$ cat config.mk
export PLATFORM = sky130hd
export DESIGN_NAME = demux_stream_buf_x4
export DESIGN_NICKNAME = d
export VERILOG_FILES = /design/src/rtl/demux_pkg.sv /design/src/rtl/demux_stream_buf_x4_chan_fifo2.sv /design/src/rtl/demux_stream_buf_x4.sv
export SDC_FILE = /design/constraint.sdc
export NUM_CORES = 1
export LEC_CHECK = 0
export CORE_MARGIN = 4
export CORE_UTILIZATION = 54
export DETAILED_ROUTE_END_ITERATION = 6
export PLACE_DENSITY = 0.87
export SYNTH_ARGS = -nofsm -noshare
export SYNTH_HDL_FRONTEND = slang
export SYNTH_SLANG_ARGS = --single-unit
$ cat constraint.sdc
create_clock -name clk -period 2.9 [get_ports clk]
set_clock_uncertainty 0.1 [all_clocks]
set_input_delay 0.58 -clock clk [delete_from_list [all_inputs] [get_ports clk]]
set_output_delay 0.58 -clock clk [all_outputs]
set_load 0.01 [all_outputs]
$ cat src/rtl/demux_pkg.sv
// Shared channel indices and select type for the buffered 1-to-4 stream router.
package demux_pkg;
  localparam int CH_A   = 0;
  localparam int CH_B   = 1;
  localparam int CH_C   = 2;
  localparam int CH_D   = 3;
  localparam int NUM_CH = 4;

  typedef logic [1:0] ch_sel_t;
endpackage

$ cat src/rtl/demux_stream_buf_x4_chan_fifo2.sv
// Two-entry per-channel FIFO: 1-bit wrapping pointers, 0..2 occupancy count, head-data output.
module chan_fifo2 #(
  parameter int BUS_WIDTH = 8
) (
  input  logic                 clk,
  input  logic                 rst,
  input  logic                 push,
  input  logic                 pop,
  input  logic [BUS_WIDTH-1:0] din,
  output logic                 full,
  output logic                 empty,
  output logic [BUS_WIDTH-1:0] head
);
  logic [1:0]           count_q, count_d;
  logic                 rd_q, wr_q;
  logic [BUS_WIDTH-1:0] mem_q [2];
  logic                 do_push, do_pop;

  assign full    = (count_q == 2'd2);
  assign empty   = (count_q == 2'd0);
  // Guard locally so a stray push on full or pop on empty cannot corrupt state.
  assign do_push = push & ~full;
  assign do_pop  = pop & ~empty;
  assign head    = mem_q[rd_q];

  always_comb begin
    count_d = count_q + {1'b0, do_push} - {1'b0, do_pop};
  end

  always_ff @(posedge clk or posedge rst) begin
    if (rst) begin
      count_q  <= 2'd0;
      rd_q     <= 1'b0;
      wr_q     <= 1'b0;
      mem_q[0] <= '0;
      mem_q[1] <= '0;
    end else begin
      count_q <= count_d;
      if (do_push) begin
        mem_q[wr_q] <= din;
        wr_q        <= ~wr_q;
      end
      if (do_pop) begin
        rd_q <= ~rd_q;
      end
    end
  end
endmodule

$ cat src/rtl/demux_stream_buf_x4.sv
// Buffered valid/ready 1-to-4 router: words steered by sel into per-channel 2-deep FIFOs.
module demux_stream_buf_x4
  import demux_pkg::*;
#(
  parameter int BUS_WIDTH = 8
) (
  input  logic                  clk,
  input  logic                  rst,
  input  logic                  in_valid,
  output logic                  in_ready,
  input  logic [BUS_WIDTH-1:0]  y,
  input  ch_sel_t               sel,
  output logic [BUS_WIDTH-1:0]  a,
  output logic [BUS_WIDTH-1:0]  b,
  output logic [BUS_WIDTH-1:0]  c,
  output logic [BUS_WIDTH-1:0]  d,
  output logic [NUM_CH-1:0]     out_valid,
  input  logic [NUM_CH-1:0]     out_ready,
  output logic                  busy
);
  logic [NUM_CH-1:0]    full, empty, push, pop;
  logic [BUS_WIDTH-1:0] head [NUM_CH];

  // Ready depends only on the addressed FIFO's registered fill state, never on in_valid.
  assign in_ready = ~full[sel];

  for (genvar i = 0; i < NUM_CH; i++) begin : g_ch
    assign push[i] = in_valid & in_ready & (sel == ch_sel_t'(i));
    assign pop[i]  = ~empty[i] & out_ready[i];

    chan_fifo2 #(.BUS_WIDTH(BUS_WIDTH)) u_fifo (
      .clk   (clk),
      .rst   (rst),
      .push  (push[i]),
      .pop   (pop[i]),
      .din   (y),
      .full  (full[i]),
      .empty (empty[i]),
      .head  (head[i])
    );
  end

  assign out_valid = ~empty;
  assign busy      = |out_valid;

  // Empty channels drive zero so stale storage is never visible.
  assign a = out_valid[CH_A] ? head[CH_A] : '0;
  assign b = out_valid[CH_B] ? head[CH_B] : '0;
  assign c = out_valid[CH_C] ? head[CH_C] : '0;
  assign d = out_valid[CH_D] ? head[CH_D] : '0;
endmodule

Word level (Yosys, flattened, before mapping)
Cells that the tools add are included.
{ "op_classes": {"addsub": 8, "n_lt_le_gt_ge": 13, "eq_ne": 7, "muxes": 30, "bitwise_logic": 43, "reduce_logical": 10} }
{ "op_table": {"columns": ["cell", "count"], "rows": [
  ["two-way mux 8 bit", 20],
  ["bitwise mux 16 bit", 4],
  ["demux 8 bit (select 1 bit)", 4],
  ["bitwise AND 1 bit", 17],
  ["NOT 1 bit", 17],
  ["greater-or-equal comparator 2 bit (second input constant)", 8],
  ["NOT 1 -> 2 bit", 8],
  ["== test 2 bit (second input constant)", 6],
  ["zero test 2 bit", 5],
  ["adder 2 x 1 -> 2 bit", 4],
  ["less-than comparator 2 x 1 -> 1 bit (second input constant)", 4],
  ["subtractor 2 x 1 -> 2 bit", 4],
  ["logical AND 1 bit", 4],
  ["NOT 4 bit", 1],
  ["OR reduction 4 bit", 1],
  ["less-than comparator 2 x 3 -> 1 bit (second input constant)", 1],
  ["binary-select mux 1 bit (select 2 bit)", 1],
  ["== test 2 x 1 -> 1 bit (second input constant)", 1],
  ["two-way mux 1 bit", 1]
]} }
{ "word_totals": {"ff_bits": 80, "output_inout_bits": 38} }

Longest topological paths before layout
{ "depth": {"ltp_word": 9, "depth_mapped": 5, "depth_no_buf": 5} }

Modules after synthesis
Synthesis repeated with hierarchy kept, for this count alone.
{ "unflattened": {"cells_unflattened": 296, "hier_area_um2": 3918.8} }
{ "by_module_without_submodules": {"columns": ["mod", "n_inst", "cells_per_inst", "area_per_inst_um2", "seq_area_each_um2"], "rows": [
  ["chan_fifo2", 4, 61, 898.4, 500.5],
  ["demux_stream_buf_x4", 1, 52, 325.3, 0.0]
]} }

Least setup slack after synthesis
No wires, ideal clock.
{ "synth_path": {"kind": "input-to-reg", "startpoint": "input port out_ready[3]", "endpoint": "register g_ch[3].u_fifo.count_q[1]", "t_arrival_ps": 1833, "required_time_ps": 2677, "slack_ps": 845, "stages": 4, "path_buffers": 0, "path_cell_list": "nor2b_1 ha_1 or4b_2 xnor2_1"} }
{ "synth_between": {"elab_chain_len": 3} }
{ "synth_lines": {"columns": ["item", "line", "source"], "rows": [
  ["start, declared", "demux_stream_buf_x4.sv:18", "input logic [NUM_CH-1:0] out_ready,"],
  ["bitwise AND 1 bit", "demux_stream_buf_x4.sv:29", "assign pop[i] = ~empty[i] & out_ready[i];"],
  ["bitwise AND 1 bit", "demux_stream_buf_x4_chan_fifo2.sv:23", "assign do_pop = pop & ~empty;"],
  ["subtractor 2 x 1 -> 2 bit", "demux_stream_buf_x4_chan_fifo2.sv:27", "count_d = count_q + {1'b0, do_push} - {1'b0, do_pop};"],
  ["named net g_ch[3].u_fifo.count_d[1]", "demux_stream_buf_x4_chan_fifo2.sv:14", "logic [1:0] count_q, count_d;"],
  ["end signal, assigned", "demux_stream_buf_x4_chan_fifo2.sv:38", "count_q <= count_d;"],
  ["end, declared", "demux_stream_buf_x4_chan_fifo2.sv:14", null]
]} }
The timed path passes the listed nets, and every way through them passes these cells.
A chain may end at the register's enable or synchronous reset.

Final worst setup path
{ "layout_path": {"startpoint": "input port sel[0]", "endpoint": "output port in_ready"} }
{ "layout_between": {"elab_chain_len": 3} }
{ "layout_lines": {"columns": ["item", "line", "source"], "rows": [
  ["start, declared", "demux_stream_buf_x4.sv:12", "input ch_sel_t sel,"],
  ["binary-select mux 1 bit (select 2 bit)", "demux_stream_buf_x4.sv:25", "assign in_ready = ~full[sel];"],
  ["two-way mux 1 bit (implied by the code)", "demux_stream_buf_x4.sv:25", null],
  ["NOT 1 bit", "demux_stream_buf_x4.sv:25", null],
  ["end, declared", "demux_stream_buf_x4.sv:10", "output logic in_ready,"]
]} }
No other way between the ends. The select of a mux whose other input is x is not followed.

==> run summary <==
Status: finished, final reports clean
Fin. max-slew vios: 0
Synth cell types: 32
Final period util: 0.956
Total of max-cap violations: 0
Final Hold Viols: 0
CP peak stage delay: 0.52 ns
Grt met3 use: 0.0509
WS Path Type: in -> out
Mapped cell area: 0.00381 mm²
Post-synth EDFFs: 0
Hold Path Sink: g_ch[0].u_fifo.mem_q[6]$_DFFE_PP0P_
First-pass GRT wire length: 12900 µm
Core footprint: 0.00683 mm²
Cell area power density: 1160 mW/mm²
Ant. Diodes: 0
Cell family with most CP delay: buffers and inverters
Largest net degree at the start of global routing: 33
Met2 usage: 0.336
Syn. warnings: 0
Most common cell on crit path: clkdlybuf4s50_1
DR vias/cell: 5.27
Crit path required time: 2.22 ns
Hold path start: g_ch[0].u_fifo.mem_q[6]$_DFFE_PP0P_
Worst skew pair latency: 0.35 ns
Crit end category: output port
R2R Path End: g_ch[3].u_fifo.count_q[1]$_DFF_PP0_
Flop2flop setup slack: 0.67 ns
Sequential fraction of the synthesis area: 0.525
Yosys top cell by area: dfrtp_1
Wirelength per Cell: 17.1 µm
Arrival @ worst endpoint: 2.09 ns
Worst Hold Class: reg -> reg
Gr usage total: 0.199
Worst-margin pin slew: 0.642 ns
DIE AREA: 0.00847 mm²
Setup bufs post-CTS: 0
Worst-path cell chain: clkdlybuf4s50_1 > mux4_2 > clkdlybuf4s50_1
Slowest-stage cell, CP: clkdlybuf4s50_1
Grt total ovfl: 0
Num rows: 30
Worst R2R Path Depth: 5
CP startpoint kind: input pin
IO Pins: 55
Hold path cells: 1
Die H: 92.0 µm
Number of CTS-inserted buffers: 9
R2R Path Start: g_ch[3].u_fifo.count_q[0]$_DFF_PP0_
Met1 global-route usage: 0.251
Post-Syn Nets: 310
Hold buffers post-CTS: 0
Clk root buf: clkbuf_8
Quantity of I/O buffers inserted on ports: 54
Area Growth Syn to Fin: 22.8%
Routed vias: 2396
Cell count after synthesis: 289
VDD IR max: 0.539 mV
Post-synth top flop: dfrtp_1
Drt first pass iters: 4
Clock-pin transition on the worst setup and hold timing paths: 0.07 ns
DP Cell Count: 439
Max-slew headroom: 0.570
Routed Antenna Nets: 0
Most used routing layer: met2
Share of layout cells above drive strength 1: 0.279
Initial cell density of the core: 0.558
Antenna violations before repair: 0
Tmin final: 2.77 ns
CTS tree: built
Syn Area/Cell: 13.2 µm²
RSZ-0062 raised after global routing: no
Die W: 92.0 µm
Critical path peak fanout: 2
Placer Congestion: 0.754
DRT Wirelength: 7760 µm
Async SR Flop Fraction: 1.00
DRC: 0
Top cells by area, synth: dfrtp_1, mux2_2, mux2i_1
Clock buffer depth: 2
Final net count: 375
Setup TNS: 0 ns
Worst path bufs/invs: 2
First DRT Iteration DRCs: 90
Non-filler cells in the finished layout: 455
LEAKAGE: 0.00211 µW
Post-DP HPWL: 5520 µm
Yosys top cell area share: 0.525
#FFs+latches synth: 80
Post_cts resized: 0
Final Setup Violations: 0
# clock sinks: 80
CTS H-Tree Depth: 3
Max Freq: 0.361 GHz
Vias in the first global route: 2574
## per-stage QoR
stage | worst slack, ns | util | power, µW | hold slack (ns) | instance area (µm²)
5_1_grt | 0.0762 | 0.686 | 5800 | 0.418 | 4680
3_3_place_gp | 0.152 | 0.661 | 4650 | 0.371 | 4520
3_5_place_dp | 0.137 | 0.661 | 4760 | 0.392 | 4520
6_report | 0.128 | 0.686 | 5410 | 0.407 | 4680
4_1_cts | 0.123 | 0.686 | 5480 | 0.406 | 4680
2_1_floorplan | 0.168 | - | 3600 | 0.352 | 3810
## per-layer routing
layer	vias up	wire [µm]
li1	1126	-
met1	1214	3340
met2	48	3960
met3	8	335
met4	0	124
met5	-	0
## synthesized netlist by cell type (all sizes together), types with 2 or more instances
cell type	count
nor3	2
mux2i	32
dfrtp	80
nand4	3
inv	10
nor2b	6
ha	4
xnor2	9
nand2	2
buf	4
xor2	11
nand4b	4
nor4b	2
nor2	37
mux2	64
nand3	2
clkbuf	8
nand2b	3
## registers in the layout, indices dropped and copies added (netlist names)
name,flops
g_ch.u_fifo.mem_q,64
g_ch.u_fifo.count_q,8
g_ch.u_fifo.rd_q,4
g_ch.u_fifo.wr_q,4
## kinds of logic (layout without fill, tap and decap cells)
| kind of cell | count (synthesis) | count (layout) | synth area share |
|---|---|---|---|
| xor+xnor | 20 | 20 | 0.0459 |
| mux | 97 | 97 | 0.287 |
| fa+ha+maj | 4 | 4 | 0.0131 |
| buf+inv | 22 | 92 | 0.0253 |
| flops | 80 | 80 | 0.525 |
| simple gates | 66 | 66 | 0.104 |
## cell type report
class,count,area (µm²)
Clock buffer,12,135
Clock inverter,4,31.3
Fill cell,534,2150
Inverter,10,37.5
Multi-Input combinational cell,187,1710
Sequential cell,80,2000
Tap cell,96,120
Timing Repair Buffer,66,643
## power by group
group	internal, µW	total [µW]	switching [µW]
Clock	313	706	393
Sequential	1680	2110	431
Combinational	1570	2600	1030
## placed cells by master, fill, tap and decap left out, drive strengths merged
cell type       n
xor2           11
clkinv          1
nand4           3
nor2           37
nand2b          3
or4b            1
xnor2           9
nand2           2
inv            10
clkbuf         12
mux4            1
buf            12
nor2b           6
mux2           64
and2b           1
nor4            1
clkinvlp        3
and4            1
mux2i          32
dfrtp          80
nand3           2
clkdlybuf4s50  54
ha              4
nor3            2
nor4b           2
or4             1
nand4b          4
## worst max path at each step
stage / startpoint / to / slack [ns] / depth (start not counted)
2_1_floorplan: rst / g_ch[0].u_fifo.count_q[0]$_DFF_PP0_ / 0.17 / 1
3_3_place_gp: sel[0] / in_ready / 0.15 / 3
3_5_place_dp: sel[0] / in_ready / 0.14 / 3
4_1_cts: sel[0] / in_ready / 0.12 / 3
5_1_grt: g_ch[2].u_fifo.count_q[1]$_DFF_PP0_ / in_ready / 0.08 / 4
6_report: sel[0] / in_ready / 0.13 / 3
Power figures use the tool's default switching activity.
